File: src/rtl/apb_gpio_port.sv
// apb_gpio_port: APB GPIO port with direction control, synchronised inputs and edge interrupts
module apb_gpio_port #(
    parameter int          nPORT = 8,
    parameter int          nDATA = 16,
    parameter logic [15:0] BASE  = 16'h0100
) (
    input  logic             CLK,
    input  logic             RST,
    input  logic             PSEL,
    input  logic             PENABLE,
    input  logic             PWRITE,
    input  logic [15:0]      PADDR,
    input  logic [nDATA-1:0] PWDATA,
    output logic [nDATA-1:0] PRDATA,
    output logic             PREADY,
    output logic             PSLVERR,
    input  logic [nPORT-1:0] PORT_IN,
    output logic [nPORT-1:0] PORT_OUT,
    output logic [nPORT-1:0] PORT_OE,
    output logic             IRQ
);
    typedef enum logic [1:0] {IDLE, WAIT, ACC} state_t;
    state_t state;
    logic [nPORT-1:0] out_q, dir_q, ien_q, istat_q, edge_sel;
    logic [nPORT-1:0] sync1, sync2, prev;
    logic [nPORT-1:0] wd, ev, rd, ien_next, istat_next;
    logic [2:0] off;
    logic hit, wr, err, unused_bits;
    assign off         = PADDR[2:0];
    assign hit         = PADDR[15:3] == BASE[15:3];
    assign wr          = state == ACC && PWRITE;
    assign wd          = PWDATA[nPORT-1:0];
    assign unused_bits = ^PWDATA;
    assign err         = (off == 3'd1 && PWRITE) || off[2:1] == 2'b11;
    assign ev          = (edge_sel & ~sync2 & prev) | (~edge_sel & sync2 & ~prev);
    assign ien_next    = wr && off == 3'd3 ? wd : ien_q;
    assign istat_next  = (istat_q & ~(wr && off == 3'd4 ? wd : '0)) | ev;
    assign PORT_OUT    = out_q;
    assign PORT_OE     = dir_q;
    // register read mux, sampled into PRDATA during the wait cycle
    always_comb
        rd = off == 3'd0 ? out_q :
             off == 3'd1 ? sync2 :
             off == 3'd2 ? dir_q :
             off == 3'd3 ? ien_q :
             off == 3'd4 ? istat_q :
             off == 3'd5 ? edge_sel : '0;
    // APB handshake: setup decoded in IDLE, one wait cycle, then one ready cycle
    always_ff @(posedge CLK or negedge RST)
        if (!RST) begin
            state   <= IDLE;
            PREADY  <= 1'b0;
            PSLVERR <= 1'b0;
            PRDATA  <= '0;
        end else case (state)
            IDLE: state <= PSEL && !PENABLE && hit ? WAIT : IDLE;
            WAIT: if (PSEL && PENABLE) begin
                state   <= ACC;
                PREADY  <= 1'b1;
                PSLVERR <= err;
                PRDATA  <= nDATA'(rd);
            end else state <= IDLE;
            default: begin
                state   <= IDLE;
                PREADY  <= 1'b0;
                PSLVERR <= 1'b0;
            end
        endcase
    // control/status registers; writes commit on the ready-cycle edge, new events beat W1C
    always_ff @(posedge CLK or negedge RST)
        if (!RST) begin
            out_q    <= '0;
            dir_q    <= '0;
            ien_q    <= '0;
            istat_q  <= '0;
            edge_sel <= '0;
            IRQ      <= 1'b0;
        end else begin
            if (wr && off == 3'd0) out_q <= wd;
            if (wr && off == 3'd2) dir_q <= wd;
            if (wr && off == 3'd5) edge_sel <= wd;
            ien_q   <= ien_next;
            istat_q <= istat_next;
            IRQ     <= |(istat_next & ien_next);
        end
    // two-flop input synchroniser plus one history flop for edge detection
    always_ff @(posedge CLK or negedge RST)
        if (!RST) begin
            sync1 <= '0;
            sync2 <= '0;
            prev  <= '0;
        end else begin
            sync1 <= PORT_IN;
            sync2 <= sync1;
            prev  <= sync2;
        end
endmodule

File: config.mk
export PLATFORM = sky130hd
export DESIGN_NAME = apb_gpio_port
export DESIGN_NICKNAME = d
export VERILOG_FILES = /design/src/rtl/apb_gpio_port.sv
export SDC_FILE = /design/constraint.sdc
export NUM_CORES = 1
export LEC_CHECK = 0
export BUFFER_PORTS_ARGS = -buffer_cell sky130_fd_sc_hd__buf_2
export CAP_MARGIN = 25
export CORE_UTILIZATION = 55
export CTS_BUF_LIST = sky130_fd_sc_hd__clkbuf_8
export CTS_CLUSTER_SIZE = 10
export DETAILED_ROUTE_END_ITERATION = 12
export PLACE_DENSITY = 0.81
export SYNTH_ARGS = -nofsm -noshare
export SYNTH_HDL_FRONTEND = slang
export SYNTH_SLANG_ARGS = --single-unit
File: constraint.sdc
create_clock -name CLK -period 2.8 [get_ports CLK]
set_input_delay 0.56 -clock CLK [delete_from_list [all_inputs] [get_ports CLK]]
set_output_delay 0.56 -clock CLK [all_outputs]
set_load 0.1 [all_outputs]
==> impl_metrics.json <==
{
  "run_status": "finished clean",
  "syn_avg_cell_area_um2": 12.0,
  "clock_insertion_delay_worst_skew_ns": 0.35,
  "dieHeight_um": 79.2,
  "p_sw_frac": 0.234,
  "grt_use_total": 0.235,
  "finalWeightedCongestion": 0.829,
  "synth_top_cell_area_share": 0.588,
  "synth_most_common_cell": "dfrtp_1",
  "synth_commonest_cells": "dfrtp_1, nand2_1, mux2_2",
  "antenna_found_initial": 0,
  "placementRows": 27,
  "cellLeakagePower_nw": 1.94,
  "antenna_diode_count": 0,
  "grt_pass1_wl_mm": 10.9,
  "critical-path-max-stage-delay_ns": 0.72,
  "cts_buffers": 9,
  "final_net_count": 389,
  "final-hold-violation-count": 0,
  "worst_hold_path_type": "input pin to register",
  "fin_setup_tns_ns": 0,
  "synthTopCellsByArea": "dfrtp_1, mux2_2, mux2i_1",
  "reg2regPathDepth": 5,
  "post_drt_via_cell_ratio": 5.48,
  "ys_ff_latch": 77,
  "timing.critical_path.to_type": "register",
  "yosysTopAreaCell": "dfrtp_1",
  "grt_pass1_vias": 2294,
  "cts.root.buffer_cell": "clkbuf_8",
  "horizontal_die_dimension_um": 79.2,
  "levels_on_crit_path": 5,
  "cpLargestDelayFamily": "simple AND/OR/NAND/NOR gates",
  "power_frac_seq": 0.523,
  "internal_power_w": 0.00167,
  "placement.io_buffers": 63,
  "path_max_fanout": 8,
  "crit_buf_inv": 0,
  "synth_warnings": 0,
  "maxClockFrequency_mhz": 392,
  "logic_gate_share_of_total_power": 0.077,
  "worst-endpoint-arrival_ns": 2.77,
  "finish.cell_count_without_fillers": 421,
  "detail_route_met2_wl_mm": 3.36,
  "drt-wirelength-per-cell_um": 16.1,
  "crit_path_start_kind": "register",
  "synthesis.instances": 272,
  "power.clock.fraction": 0.400,
  "yosysUniqueCellTypes": 28,
  "grt_start_max_net_pins": 78,
  "powerDensity_nw_per_um2": 558,
  "post-route-min-period_ns": 2.55,
  "maxSlewViolCount": 0,
  "met3RoutedLength_um": 327,
  "wl_met1_mm": 2.96,
  "synth_edf_count": 0,
  "drt.antenna.violating_nets": 0,
  "netlist_area_before_placement_um2": 3270,
  "switching_power_w": 0.000511,
  "placed_cells": 403,
  "globalRoute.totalOverflow": 0,
  "grt_setup_unrepaired": "false",
  "design.die.area_um2": 6270,
  "core_region_area_um2": 5610,
  "topRoutingLayerUsed": "met4",
  "detailedPlacementHpwl_mm": 4.55,
  "pin_count": 80,
  "cts.reportedPaths.clkPinSlew_ns": 0.08,
  "vias": 2306,
  "cts-htree-levels": 3,
  "initial_util": 0.584,
  "clock-sinks": 77,
  "cap_violations": 0,
  "routed_wl_mm": 6.78,
  "clk_path_buf_depth": 2,
  "number_of_optimization_iterations_in_the_first_detailed_route_pass": 4,
  "area.growth.synth_to_final_pct": 19.4,
  "ys.flop_type": "dfrtp_1",
  "sequential_share_of_the_synthesized_area": 0.588,
  "layout-drive-gt1-share": 0.341,
  "ir_worst_vdd_mv": 0.383,
  "drc": 0,
  "async_flop_share": 1.00,
  "cp_slowest_cell": "or4b_1",
  "crit_required_ns": 3.02,
  "post-route-period-util": 0.910,
  "holdPathStages": 1,
  "cts_tree": "built",
  "timing.setup.critical_path_class": "register to register",
  "worstPathCellList": "nand3b_1 > or4b_1 > a211o_1 > a22o_1 > or4_1",
  "drt_first_iter_violations": 100,
  "clock_skew_ns": 0.00894,
  "setup_viol": 0
}
==> worst paths after layout <==
check,end,slack (ns),from
setup / recovery,IRQ,0.25,state[0]
setup reg to reg,IRQ,0.25,state[0]
min in group asynchronous,PREADY,0.55,RST
hold reg to reg,sync2[5],0.35,sync1[5]
hold / removal,sync1[7],0.31,PORT_IN[7]
max in group asynchronous,sync1[1],1.71,RST
==> cells in the final DEF (no fill, tap or decap) <==
master,n
nor4b_1,2
nand4bb_1,1
o211ai_1,8
nor2b_1,9
clkbuf_8,9
clkinv_2,3
mux2_2,32
dfrtp_1,77
mux2i_1,17
dlygate4sd3_1,1
or2_2,1
conb_1,8
buf_16,1
or4b_1,1
nand3_1,1
buf_4,9
inv_1,4
nand4_1,1
a22o_1,4
buf_2,62
nor3_1,1
bufinv_16,2
or4_1,1
a211o_1,8
a21oi_1,1
nand3b_1,4
nor4_1,2
nor2_1,5
o21ai_0,27
o22ai_1,6
nand2_1,33
nand2b_1,8
==> area by class of cell <==
class,count,area [um2]
clock buffers,9,124
fillers,405,1700
repair buffers,73,415
multi-input cells,181,1260
flip-flops and latches,77,1930
inverters,2,7.51
well taps,72,90.1
clock inverters,7,82.6
==> worst register-to-register path, cell delays in order (launching register included) <==
cell and delay (ns):
dfrtp_1 0.41, nand3b_1 0.18, or4b_1 0.72, a211o_1 0.39, a22o_1 0.24, or4_1 0.49
==> per-layer routing <==
metal	GRT usage	vias up
li1	-	1091
met1	0.312	1139
met2	0.366	63
met3	0.0586	13
met4	0.105	0
met5	0	-
==> power by group through the flow <==
stage	Combinational, W	Sequential [W]	Clock (W)
global placement	0.000159	0.00116	0
floorplan	0.000103	0.00116	0
global route	0.000183	0.00114	0.000936
finish	0.000168	0.00114	0.000873
CTS	0.000162	0.00114	0.000890
detailed placement	0.000162	0.00116	0
==> flip-flops by register name, indices dropped and copies added, names as in the netlist <==
signal / count
PSLVERR: 1
ien_q: 8
istat_q: 8
edge_sel: 8
IRQ: 1
sync2: 8
prev: 8
PREADY: 1
PORT_OUT: 8
PORT_OE: 8
sync1: 8
PRDATA: 8
state: 2
==> through the flow <==
| stage | cell area (um2) | worst slack (ns) | total power, W | utilization | hold slack, ns |
|---|---|---|---|---|---|
| finish | 3910 | 0.252 | 0.00218 | 0.697 | 0.310 |
| global route | 3910 | 0.175 | 0.00226 | 0.697 | 0.291 |
| CTS | 3870 | 0.249 | 0.00219 | 0.691 | 0.298 |
| detailed placement | 3670 | 0.0869 | 0.00132 | 0.654 | 0.336 |
| global placement | 3670 | 0.110 | 0.00132 | 0.654 | 0.332 |
| floorplan | 3300 | 0.381 | 0.00126 | - | 0.264 |
==> logic make-up (layout without fill, tap and decap cells) <==
kind of cell,Yosys count,in the layout,synth area share
buffers and inverters,21,91,0.0336
AND/OR/NAND/NOR,70,70,0.110
AO/OA/AOI/OAI,54,54,0.105
other,1,8,0.00115
flip-flops,77,77,0.588
multiplexers,49,49,0.162
==> timing repair <==
item                      4_1_cts  5_1_grt
hold endpoints to repair        0        1
hold buffers                    0        1
buffers inserted                0        0
gates resized for setup         0        0
Power figures use the tool's default switching activity.
